## src/rtl/dmac_rd_arbiter_if.sv

```systemverilog
// Requester-side and DMAC read-command signals of the read arbiter.
// Handshake: a requester holds req_valid with stable addr/size until its req_ready pulse.
`timescale 1ns/1ps
interface dmac_rd_arbiter_if #(
    parameter int NUM_REQ    = 4,
    parameter int ADDR_WIDTH = 32,
    parameter int SIZE_WIDTH = 16
);
    localparam int GW = $clog2(NUM_REQ);

    logic [NUM_REQ-1:0]            req_valid;
    logic [NUM_REQ*ADDR_WIDTH-1:0] req_addr;
    logic [NUM_REQ*SIZE_WIDTH-1:0] req_size;
    logic [NUM_REQ-1:0]            req_ready;
    logic [NUM_REQ-1:0]            req_done;
    logic [NUM_REQ-1:0]            req_err;
    logic [GW-1:0]                 grant_id;
    logic                          busy;
    logic                          Rd_go;
    logic [ADDR_WIDTH-1:0]         Rd_addr;
    logic [SIZE_WIDTH-1:0]         Rd_size;
    logic                          Rd_done;

    modport slave (
        input  req_valid, req_addr, req_size, Rd_done,
        output req_ready, req_done, req_err, grant_id, busy, Rd_go, Rd_addr, Rd_size
    );

    modport master (
        output req_valid, req_addr, req_size, Rd_done,
        input  req_ready, req_done, req_err, grant_id, busy, Rd_go, Rd_addr, Rd_size
    );
endinterface

```

## src/rtl/dmac_rd_arbiter.sv

```systemverilog
// Round-robin owner of the DMAC read-command channel: one transfer at a time,
// each ending in a done or watchdog-error pulse to the granted requester.
`timescale 1ns/1ps
module dmac_rd_arbiter #(
    parameter int NUM_REQ    = 4,
    parameter int ADDR_WIDTH = 32,
    parameter int SIZE_WIDTH = 16,
    parameter int TIMEOUT    = 65535
) (
    input  logic               clk,
    input  logic               rst_n,
    dmac_rd_arbiter_if.slave   bus,
    output logic [1:0]         state_dbg
);
    localparam int GW   = $clog2(NUM_REQ);
    localparam int WD_W = (TIMEOUT > 0) ? $clog2(TIMEOUT + 1) : 1;
    localparam logic [WD_W-1:0]    WD_LIMIT = WD_W'(TIMEOUT);
    localparam logic [NUM_REQ-1:0] ONE_LSB  = NUM_REQ'(1);

    typedef enum logic [1:0] {S_IDLE, S_ISSUE, S_WAIT, S_RESP} state_e;

    state_e                state_q, state_d;
    logic [GW-1:0]         rr_ptr_q, rr_ptr_d;
    logic [GW-1:0]         grant_id_q, grant_id_d;
    logic [ADDR_WIDTH-1:0] rd_addr_q, rd_addr_d;
    logic [SIZE_WIDTH-1:0] rd_size_q, rd_size_d;
    logic                  rd_go_q, rd_go_d;
    logic                  busy_q, busy_d;
    logic                  zero_q, zero_d;
    logic [WD_W-1:0]       wd_q, wd_d;
    logic [NUM_REQ-1:0]    req_ready_q, req_ready_d;
    logic [NUM_REQ-1:0]    req_done_q, req_done_d;
    logic [NUM_REQ-1:0]    req_err_q, req_err_d;

    logic                  win_found;
    logic [GW-1:0]         win_id;
    logic [ADDR_WIDTH-1:0] win_addr;
    logic [SIZE_WIDTH-1:0] win_size;
    logic [NUM_REQ-1:0]    gnt_oh;

    assign gnt_oh = ONE_LSB << grant_id_q;

    // Search from rr_ptr upward; the index is folded back below NUM_REQ so
    // non-power-of-two requester counts never select a missing slot.
    always_comb begin : arb
        logic [GW:0] idx;
        idx       = '0;
        win_found = 1'b0;
        win_id    = '0;
        for (int i = 0; i < NUM_REQ; i++) begin
            idx = {1'b0, rr_ptr_q} + (GW+1)'(i);
            if (idx >= (GW+1)'(NUM_REQ)) idx = idx - (GW+1)'(NUM_REQ);
            if (!win_found && bus.req_valid[idx[GW-1:0]]) begin
                win_found = 1'b1;
                win_id    = idx[GW-1:0];
            end
        end
    end

    always_comb begin
        win_addr = '0;
        win_size = '0;
        for (int i = 0; i < NUM_REQ; i++) begin
            if (win_id == GW'(i)) begin
                win_addr = bus.req_addr[i*ADDR_WIDTH +: ADDR_WIDTH];
                win_size = bus.req_size[i*SIZE_WIDTH +: SIZE_WIDTH];
            end
        end
    end

    always_comb begin
        state_d     = state_q;
        rr_ptr_d    = rr_ptr_q;
        grant_id_d  = grant_id_q;
        rd_addr_d   = rd_addr_q;
        rd_size_d   = rd_size_q;
        busy_d      = busy_q;
        zero_d      = zero_q;
        wd_d        = wd_q;
        rd_go_d     = 1'b0;
        req_ready_d = '0;
        req_done_d  = '0;
        req_err_d   = '0;
        case (state_q)
            S_IDLE: begin
                if (win_found) begin
                    grant_id_d  = win_id;
                    rd_addr_d   = win_addr;
                    rd_size_d   = win_size;
                    req_ready_d = ONE_LSB << win_id;
                    if (win_size != '0) begin
                        state_d = S_ISSUE;
                        rd_go_d = 1'b1;
                        busy_d  = 1'b1;
                    end else begin
                        // Empty transfer completes without touching the DMAC.
                        state_d = S_RESP;
                        zero_d  = 1'b1;
                    end
                end
            end
            S_ISSUE: begin
                wd_d    = '0;
                state_d = S_WAIT;
            end
            S_WAIT: begin
                wd_d = wd_q + WD_W'(1);
                if (bus.Rd_done) begin
                    state_d    = S_RESP;
                    busy_d     = 1'b0;
                    req_done_d = gnt_oh;
                end else if (TIMEOUT != 0 && wd_q == WD_LIMIT) begin
                    state_d   = S_RESP;
                    busy_d    = 1'b0;
                    req_err_d = gnt_oh;
                end
            end
            S_RESP: begin
                if (zero_q) req_done_d = gnt_oh;
                zero_d   = 1'b0;
                rr_ptr_d = (grant_id_q == GW'(NUM_REQ - 1)) ? '0 : grant_id_q + GW'(1);
                state_d  = S_IDLE;
            end
            default: state_d = S_IDLE;
        endcase
    end

    always_ff @(posedge clk or negedge rst_n) begin
        if (!rst_n) begin
            state_q     <= S_IDLE;
            rr_ptr_q    <= '0;
            grant_id_q  <= '0;
            rd_addr_q   <= '0;
            rd_size_q   <= '0;
            rd_go_q     <= 1'b0;
            busy_q      <= 1'b0;
            zero_q      <= 1'b0;
            wd_q        <= '0;
            req_ready_q <= '0;
            req_done_q  <= '0;
            req_err_q   <= '0;
        end else begin
            state_q     <= state_d;
            rr_ptr_q    <= rr_ptr_d;
            grant_id_q  <= grant_id_d;
            rd_addr_q   <= rd_addr_d;
            rd_size_q   <= rd_size_d;
            rd_go_q     <= rd_go_d;
            busy_q      <= busy_d;
            zero_q      <= zero_d;
            wd_q        <= wd_d;
            req_ready_q <= req_ready_d;
            req_done_q  <= req_done_d;
            req_err_q   <= req_err_d;
        end
    end

    assign bus.req_ready = req_ready_q;
    assign bus.req_done  = req_done_q;
    assign bus.req_err   = req_err_q;
    assign bus.grant_id  = grant_id_q;
    assign bus.busy      = busy_q;
    assign bus.Rd_go     = rd_go_q;
    assign bus.Rd_addr   = rd_addr_q;
    assign bus.Rd_size   = rd_size_q;
    assign state_dbg     = state_q;
endmodule

```

## src/flat_wrapper.sv

```systemverilog
// flat-port wrapper written by rule: the top's interface ports become plain ports
module dmac_rd_arbiter_flat 
#(
    parameter int NUM_REQ    = 4,
    parameter int ADDR_WIDTH = 32,
    parameter int SIZE_WIDTH = 16,
    parameter int TIMEOUT    = 65535
)
  (clk, rst_n, state_dbg, bus_req_valid, bus_req_addr, bus_req_size, bus_Rd_done, bus_req_ready, bus_req_done, bus_req_err, bus_grant_id, bus_busy, bus_Rd_go, bus_Rd_addr, bus_Rd_size);
  dmac_rd_arbiter_if #(.NUM_REQ(NUM_REQ), .ADDR_WIDTH(ADDR_WIDTH), .SIZE_WIDTH(SIZE_WIDTH)) bus_i ();
  input  logic clk;
  input  logic rst_n;
  output logic [1:0] state_dbg;
  input wire logic [$bits(bus_i.req_valid)-1:0] bus_req_valid;
  input wire logic [$bits(bus_i.req_addr)-1:0] bus_req_addr;
  input wire logic [$bits(bus_i.req_size)-1:0] bus_req_size;
  input wire logic [$bits(bus_i.Rd_done)-1:0] bus_Rd_done;
  output wire logic [$bits(bus_i.req_ready)-1:0] bus_req_ready;
  output wire logic [$bits(bus_i.req_done)-1:0] bus_req_done;
  output wire logic [$bits(bus_i.req_err)-1:0] bus_req_err;
  output wire logic [$bits(bus_i.grant_id)-1:0] bus_grant_id;
  output wire logic [$bits(bus_i.busy)-1:0] bus_busy;
  output wire logic [$bits(bus_i.Rd_go)-1:0] bus_Rd_go;
  output wire logic [$bits(bus_i.Rd_addr)-1:0] bus_Rd_addr;
  output wire logic [$bits(bus_i.Rd_size)-1:0] bus_Rd_size;
  assign bus_i.req_valid = bus_req_valid;
  assign bus_i.req_addr = bus_req_addr;
  assign bus_i.req_size = bus_req_size;
  assign bus_i.Rd_done = bus_Rd_done;
  assign bus_req_ready = bus_i.req_ready;
  assign bus_req_done = bus_i.req_done;
  assign bus_req_err = bus_i.req_err;
  assign bus_grant_id = bus_i.grant_id;
  assign bus_busy = bus_i.busy;
  assign bus_Rd_go = bus_i.Rd_go;
  assign bus_Rd_addr = bus_i.Rd_addr;
  assign bus_Rd_size = bus_i.Rd_size;
  dmac_rd_arbiter #(.NUM_REQ(NUM_REQ), .ADDR_WIDTH(ADDR_WIDTH), .SIZE_WIDTH(SIZE_WIDTH), .TIMEOUT(TIMEOUT)) u_core (.clk(clk), .rst_n(rst_n), .bus(bus_i), .state_dbg(state_dbg));
endmodule
```

## config.mk

```make
export PLATFORM = sky130hd
export DESIGN_NAME = dmac_rd_arbiter_flat
export DESIGN_NICKNAME = d
export VERILOG_FILES = /design/src/rtl/dmac_rd_arbiter_if.sv /design/src/rtl/dmac_rd_arbiter.sv /design/src/flat_wrapper.sv
export SDC_FILE = /design/constraint.sdc
export NUM_CORES = 1
export LEC_CHECK = 0
export BUFFER_PORTS_ARGS = -buffer_cell sky130_fd_sc_hd__buf_2
export CAP_MARGIN = 10
export CELL_PAD_IN_SITES_DETAIL_PLACEMENT = 2
export CELL_PAD_IN_SITES_GLOBAL_PLACEMENT = 2
export CORE_MARGIN = 2
export CORE_UTILIZATION = 25
export CTS_CLUSTER_DIAMETER = 50
export CTS_CLUSTER_SIZE = 8
export DETAILED_ROUTE_END_ITERATION = 16
export GPL_ROUTABILITY_DRIVEN = 0
export PLACE_DENSITY_LB_ADDON = 0.12
export SYNTH_ARGS = -nofsm -noshare
export SYNTH_HDL_FRONTEND = slang
export SYNTH_SLANG_ARGS = --single-unit
```

## constraint.sdc

```tcl
create_clock -name clk -period 3.15 [get_ports clk]
set_input_delay 0.1575 -clock clk [delete_from_list [all_inputs] [get_ports clk]]
set_output_delay 0.1575 -clock clk [all_outputs]
set_load 0.005 [all_outputs]
```

==> reports/results.txt, run 1 <==
status = finished, final reports clean
aggregate global-route resource usage = 19.06%
GRT Residual Overflow = 0
post-CTS sizing = 0
dpl cells = 1034
Worst-Skew Late Latency = 350 ps
first-pass GRT wire length = 30220 um
Yosys Warn Count = 0
PortBufs = 264
Pint = 3.248 mW
Req. time, crit path = 3380 ps
CTS Sinks = 85
post-synthesis register bit count = 85
Max VDD drop = 0.0003309 V
vias per cell = 4.853
LEAKAGE = 3.321 nW
routed wire length = 19870 um
Chip Width = 143.1 um
CTS Buf Count = 9
final setup fails = 0
antenna violations before repair = 4
post-synthesis cell count = 536
Netlist cell types = 43
commonest non-fill, non-tap cell in the layout = buf_2
residual DRC count = 0
Logic pwr share = 49.4%
total core area = 0.01883 mm2
total number of vias = 5120
Net Count, Synth = 744
HP Class = in -> reg
DP HPWL = 15120 um
Syn Area/Cell = 9.027 um2
Post-Syn Area = 0.004838 mm2
CTS Buffer Depth = 2
worst r2r src = u_core.rr_ptr_q[1]$_DFFE_PN0P_
Critical Path AT = 3180 ps
hold endpoint = u_core.bus.Rd_addr[22]$_DFFE_PN0P_
Clock Power Share = 19.9%
H-Tree Level Count = 3
synth top area cells = dfrtp_1, a21oi_1, mux2i_1
TritonRoute pass-1 iters = 4
clock-pin slew of the registers on the worst-case setup and hold paths = 70 ps
vias in the first global route = 5620
Layout area overhead = 39.72%
Initial Util = 25.69%
P_sw = 2.369 mW
final antenna-violating net count = 0
pwr dens = 830.9 mW/mm2
post-synthesis async set-or-reset flop share = 100.0%
Max Clk Rate = 339.9 MHz
row count = 50
RSZ-0062 raised after global routing = no
initial DRC count = 124
die height = 143.1 um
min cycle time layout = 2942 ps
Slew Viols, Final = 0
CP endpoint kind = flop
wire length per cell = 18.83 um
startpoint types = flop
leading area contributor after synthesis = dfrtp_1
# nets final = 994
# Post-CTS Setup Buffers = 0
most frequent cells in the layout = buf_2, nand2_1, dfrtp_1
Top FF cell, synth = dfrtp_1
num ports = 265
register-to-register setup slack = 210 ps
WHS Path Cells = 3
total of max-cap violations = 0
largest net degree at the start of global routing = 81
worst-path fanout max = 67
clock root buffer = clkbuf_16
Sw Share = 42.18%
HP Start = bus_req_addr[118]
Worst R2R Path Depth = 10
post-route insts no fill = 1055
R2R Path End = u_core.bus.busy$_DFFE_PN0P_
Seq/Total Area, Yosys = 43.96%
Post-Route Setup TNS = 0 ps
sequential group share of total power = 30.6%
Setup CP Type = reg -> reg
Final period util = 93.40%
clk_skew = 11.11 ps
number of synthesized flops with an enable pin = 0
Hold Violations, Final = 0
Least-Margin Pin Slew = 751.9 ps
layout cell share with drive strength beyond 1 = 40.20%
Die ar. = 0.02048 mm2
slew margin rel. = 49.87%
CTS tree = built
share of the synthesized area in the top cell type = 43.96%
[registers in the layout, indices dropped and copies added, names as in the netlist, 2 cells and up]
name / count
u_core.bus.Rd_addr: 32
u_core.bus.Rd_size: 16
u_core.bus.grant_id: 2
u_core.bus.req_done: 4
u_core.bus.req_err: 4
u_core.bus.req_ready: 4
u_core.rr_ptr_q: 2
u_core.state_dbg: 2
u_core.wd_q: 16
[worst max-delay path, cell delays in order (launching register included)]
cell and delay, ps:
dfrtp_1 490, mux2i_1 280, nor2_2 80, nor3_4 220, buf_12 340, mux2i_1 280, mux2_2 200, nand4_1 200
o41ai_4 410, o21ai_0 130, o2bb2ai_1 150
[Yosys cell counts (all sizes together) (5+ instances only)]
cell,instances
and2,5
nand4,9
nor3,6
nor2b,5
buf,11
mux2i,35
nor2,17
mux2,17
a22oi,34
o21ai,62
dfrtp,85
clkbuf,25
nand3,8
nand2,92
a21oi,73
ha,9
inv,13
[cells by family (layout without fill, tap and decap cells)]
| kind of cell | count (synthesis) | after routing | synth area share (%) |
|---|---|---|---|
| buffers and inverters | 49 | 304 | 4.577 |
| adders and majority gates | 9 | 9 | 2.327 |
| muxes | 52 | 52 | 11.35 |
| and+or+nand+nor | 153 | 153 | 14.84 |
| xor gates and xnor gates | 7 | 7 | 1.267 |
| other | 0 | 4 | 0 |
| AOI/OAI and AO/OA | 181 | 181 | 21.67 |
| DFF | 85 | 85 | 43.96 |
[metrics by stage]
stage,setup slack (ps),utilization (%),instance area [um2],power (mW),hold slack [ps]
5_1_grt,10.74,35.90,6760,6.115,43.93
6_report,207.9,35.90,6760,5.617,43.50
2_1_floorplan,779.4,-,4838,3.403,-138.1
3_5_place_dp,174.6,34.15,6430,4.592,283.3
4_1_cts,166.1,35.85,6750,5.739,29.98
3_3_place_gp,449.9,34.15,6430,4.462,283.7
[how the worst max path moves through the flow]
stage,from,to,cells after the start
finish,u_core.rr_ptr_q[1]$_DFFE_PN0P_,u_core.bus.busy$_DFFE_PN0P_,10
global route,u_core.rr_ptr_q[1]$_DFFE_PN0P_,u_core.state_dbg[1]$_DFFE_PN0P_,10
CTS,u_core.rr_ptr_q[1]$_DFFE_PN0P_,u_core.bus.busy$_DFFE_PN0P_,10
detailed placement,u_core.rr_ptr_q[1]$_DFFE_PN0P_,u_core.bus.busy$_DFFE_PN0P_,10
global placement,u_core.rr_ptr_q[1]$_DFFE_PN0P_,u_core.bus.busy$_DFFE_PN0P_,10
floorplan,u_core.rr_ptr_q[1]$_DFFE_PN0P_,u_core.bus.busy$_DFFE_PN0P_,10
[area by class of cell]
cell class / instances / area (um2)
Multi-Input combinational cell: 402 / 2505
Timing Repair Buffer: 275 / 1434
Fill cell: 2212 / 12070
Sequential cell: 85 / 2127
Clock inverter: 6 / 71.32
Antenna cell: 4 / 10.01
Tap cell: 260 / 325.3
Clock buffer: 10 / 239.0
Inverter: 13 / 48.80
[routing by layer]
layer	track usage, %	share of wire [%]	up-vias
li1	-	-	2410
met1	23.60	42	2484
met2	32.59	49	197
met3	4.125	6.8	29
met4	6.879	2.2	0
met5	0	0	-
[power groups by stage]
| stage | Sequential (mW) | Combinational, mW | Clock [mW] |
|---|---|---|---|
| 5_1_grt | 1.77 | 3.14 | 1.20 |
| 6_report | 1.72 | 2.78 | 1.12 |
| 3_5_place_dp | 1.74 | 2.85 | 0 |
| 2_1_floorplan | 1.73 | 1.67 | 0 |
| 4_1_cts | 1.73 | 2.85 | 1.16 |
| 3_3_place_gp | 1.72 | 2.74 | 0 |
[timing repair]
action | in CTS | in global routing
hold buffers | 1 | 0
hold endpoints to repair | 53 | 0
setup endpoints to repair | 0 | 0
Power figures use the tool's default switching activity.
==> inputs of run 2 (changes only) <==
--- a/config.mk
+++ b/config.mk
@@ -5,7 +5,7 @@
 export SDC_FILE = /design/constraint.sdc
 export NUM_CORES = 1
 export LEC_CHECK = 0
-export BUFFER_PORTS_ARGS = -buffer_cell sky130_fd_sc_hd__buf_2
+export BUFFER_PORTS_ARGS = -buffer_cell sky130_fd_sc_hd__clkbuf_2
 export CAP_MARGIN = 10
 export CELL_PAD_IN_SITES_DETAIL_PLACEMENT = 2
 export CELL_PAD_IN_SITES_GLOBAL_PLACEMENT = 2
==> reports/results.txt, run 2 (synthesized netlist as in run 1, its figures left out) <==
Setup CP Type = reg -> reg
Logic pwr share = 47.8% (-1.6 points)
# Post-CTS Setup Buffers = 0 (unchanged)
Max VDD drop = 0.0002920 V (-12%)
H-Tree Level Count = 3 (unchanged)
total of max-cap violations = 0 (unchanged)
RSZ-0062 raised after global routing = no
TritonRoute pass-1 iters = 4 (unchanged)
LEAKAGE = 3.369 nW (+1.4%)
Die ar. = 0.02048 mm2 (unchanged)
clock-pin slew of the registers on the worst-case setup and hold paths = 60 ps (about the same)
routed wire length = 19430 um (-2.2%)
min cycle time layout = 2863 ps (-79.05 ps)
residual DRC count = 0 (unchanged)
worst-path fanout max = 67 (unchanged)
Initial Util = 25.69% (unchanged)
clk_skew = 7.045 ps (-4.062 ps)
Clock Power Share = 22.1% (+2.2 points)
number of flip-flops in the largest register = 32 (unchanged)
antenna violations before repair = 0 (-4)
aggregate global-route resource usage = 19.06% (about the same)
clock root buffer = clkbuf_16
# nets final = 994 (unchanged)
CP endpoint kind = flop
Sw Share = 40.47% (-1.7 points)
Final period util = 90.89% (-2.5 points)
Layout area overhead = 40.57%
Worst-Skew Late Latency = 340 ps (about the same)
total core area = 0.01883 mm2 (unchanged)
Post-Route Setup TNS = 0 ps (unchanged)
slew margin rel. = 50.83% (+0.95 points)
largest net degree at the start of global routing = 81 (unchanged)
post-route insts no fill = 1052 (-0.28%)
row count = 50 (unchanged)
Max Clk Rate = 349.3 MHz (+2.8%)
DP HPWL = 14890 um (-1.5%)
num ports = 265 (unchanged)
vias per cell = 4.761 (-1.9%)
PortBufs = 264 (unchanged)
sequential group share of total power = 30.1% (-0.5 points)
CTS Buffer Depth = 2 (unchanged)
die height = 143.1 um (unchanged)
pwr dens = 844.9 mW/mm2 (+1.7%)
final setup fails = 0 (unchanged)
final antenna-violating net count = 0 (unchanged)
commonest non-fill, non-tap cell in the layout = clkbuf_2
startpoint types = flop
GRT Residual Overflow = 0 (unchanged)
most frequent cells in the layout = clkbuf_2, nand2_1, dfrtp_1
Slew Viols, Final = 0 (unchanged)
initial DRC count = 122 (-1.6%)
P_sw = 2.326 mW (-1.8%)
CTS Sinks = 85 (unchanged)
Critical Path AT = 3090 ps (-90 ps)
Least-Margin Pin Slew = 730.9 ps (-21.04 ps)
vias in the first global route = 5640 (+0.36%)
CTS Buf Count = 9 (unchanged)
Req. time, crit path = 3370 ps (about the same)
wire length per cell = 18.47 um (-1.9%)
Pint = 3.421 mW (+5.3%)
Layout Utilization = 36.12% (+0.22 points)
dpl cells = 1034 (unchanged)
layout cell share with drive strength beyond 1 = 40.20% (unchanged)
first-pass GRT wire length = 30260 um (+0.14%)
Hold Violations, Final = 0 (unchanged)
HP Class = in -> reg
status = finished, final reports clean
CTS tree = built
Final Hold Slack = 44.67 ps (+1.162 ps)
total number of vias = 5009 (-2.2%)
Chip Width = 143.1 um (unchanged)
[run 2: per-stage QoR]
| stage | total power [mW] | setup WS, ps | cell area (um2) |
|---|---|---|---|
| final | 5.747 | 287.0 | 6802 |
| after global routing | 6.278 | 45.08 | 6799 |
| after CTS | 5.880 | 237.9 | 6799 |
| after detailed placement | 4.581 | 228.1 | 6430 |
| after global placement | 4.470 | 453.0 | 6430 |
| after floorplan | 3.403 | 779.4 | 4838 |
[run 2: timing repair]
action                    4_1_cts  5_1_grt
hold endpoints to repair       47        0
gates resized for setup         0        0
hold buffers                    1        0
[run 2: worst paths after layout]
check / startpoint / end / slack, ps / depth (start not counted)
worst min register to register: u_core.bus.Rd_size[10]$_DFFE_PN0P_ / u_core.bus.Rd_size[10]$_DFFE_PN0P_ / 490 / 2
min in group asynchronous: rst_n / u_core.bus.Rd_size[5]$_DFFE_PN0P_ / 390 / 2
worst min-delay path: bus_req_addr[108] / u_core.bus.Rd_addr[12]$_DFFE_PN0P_ / 40 / 3
max in group asynchronous: rst_n / u_core.wd_q[6]$_DFFE_PN0P_ / 1990 / 3
worst max register to register: u_core.rr_ptr_q[1]$_DFFE_PN0P_ / u_core.bus.busy$_DFFE_PN0P_ / 290 / 10
worst max-delay path: u_core.rr_ptr_q[1]$_DFFE_PN0P_ / u_core.bus.busy$_DFFE_PN0P_ / 290 / 10
[run 2: power groups by stage]
| stage | Combinational (mW) | Clock [mW] | Sequential [mW] |
|---|---|---|---|
| 6_report | 2.75 | 1.27 | 1.73 |
| 5_1_grt | 3.14 | 1.36 | 1.78 |
| 4_1_cts | 2.83 | 1.31 | 1.74 |
| 3_5_place_dp | 2.83 | 0 | 1.75 |
| 3_3_place_gp | 2.73 | 0 | 1.74 |
| 2_1_floorplan | 1.67 | 0 | 1.73 |
[run 2: cell type report]
cell class,instances,area (um2)
clock buffers,11,252.7
multi-input cells,402,2505
clock inverters,5,106.4
flip-flops and latches,85,2127
inverters,13,48.80
well taps,260,325.3
fillers,2154,12030
repair buffers,275,1434
diodes,1,2.502
[run 2: critical path: stages (launching register included)]
cell and delay (ps):
dfrtp_1 480, mux2i_1 240, nor2_2 80, nor3_4 220, buf_12 370, mux2i_1 270
mux2_2 190, nand4_1 180, o41ai_4 400, o21ai_0 130, o2bb2ai_1 150
[run 2: metal layers]
metal / track usage (%) / routed length, um
met5: 0 / 0
met2: 34.15 / 9699
met4: 5.941 / 304
met3: 3.991 / 1296
met1: 22.79 / 8130
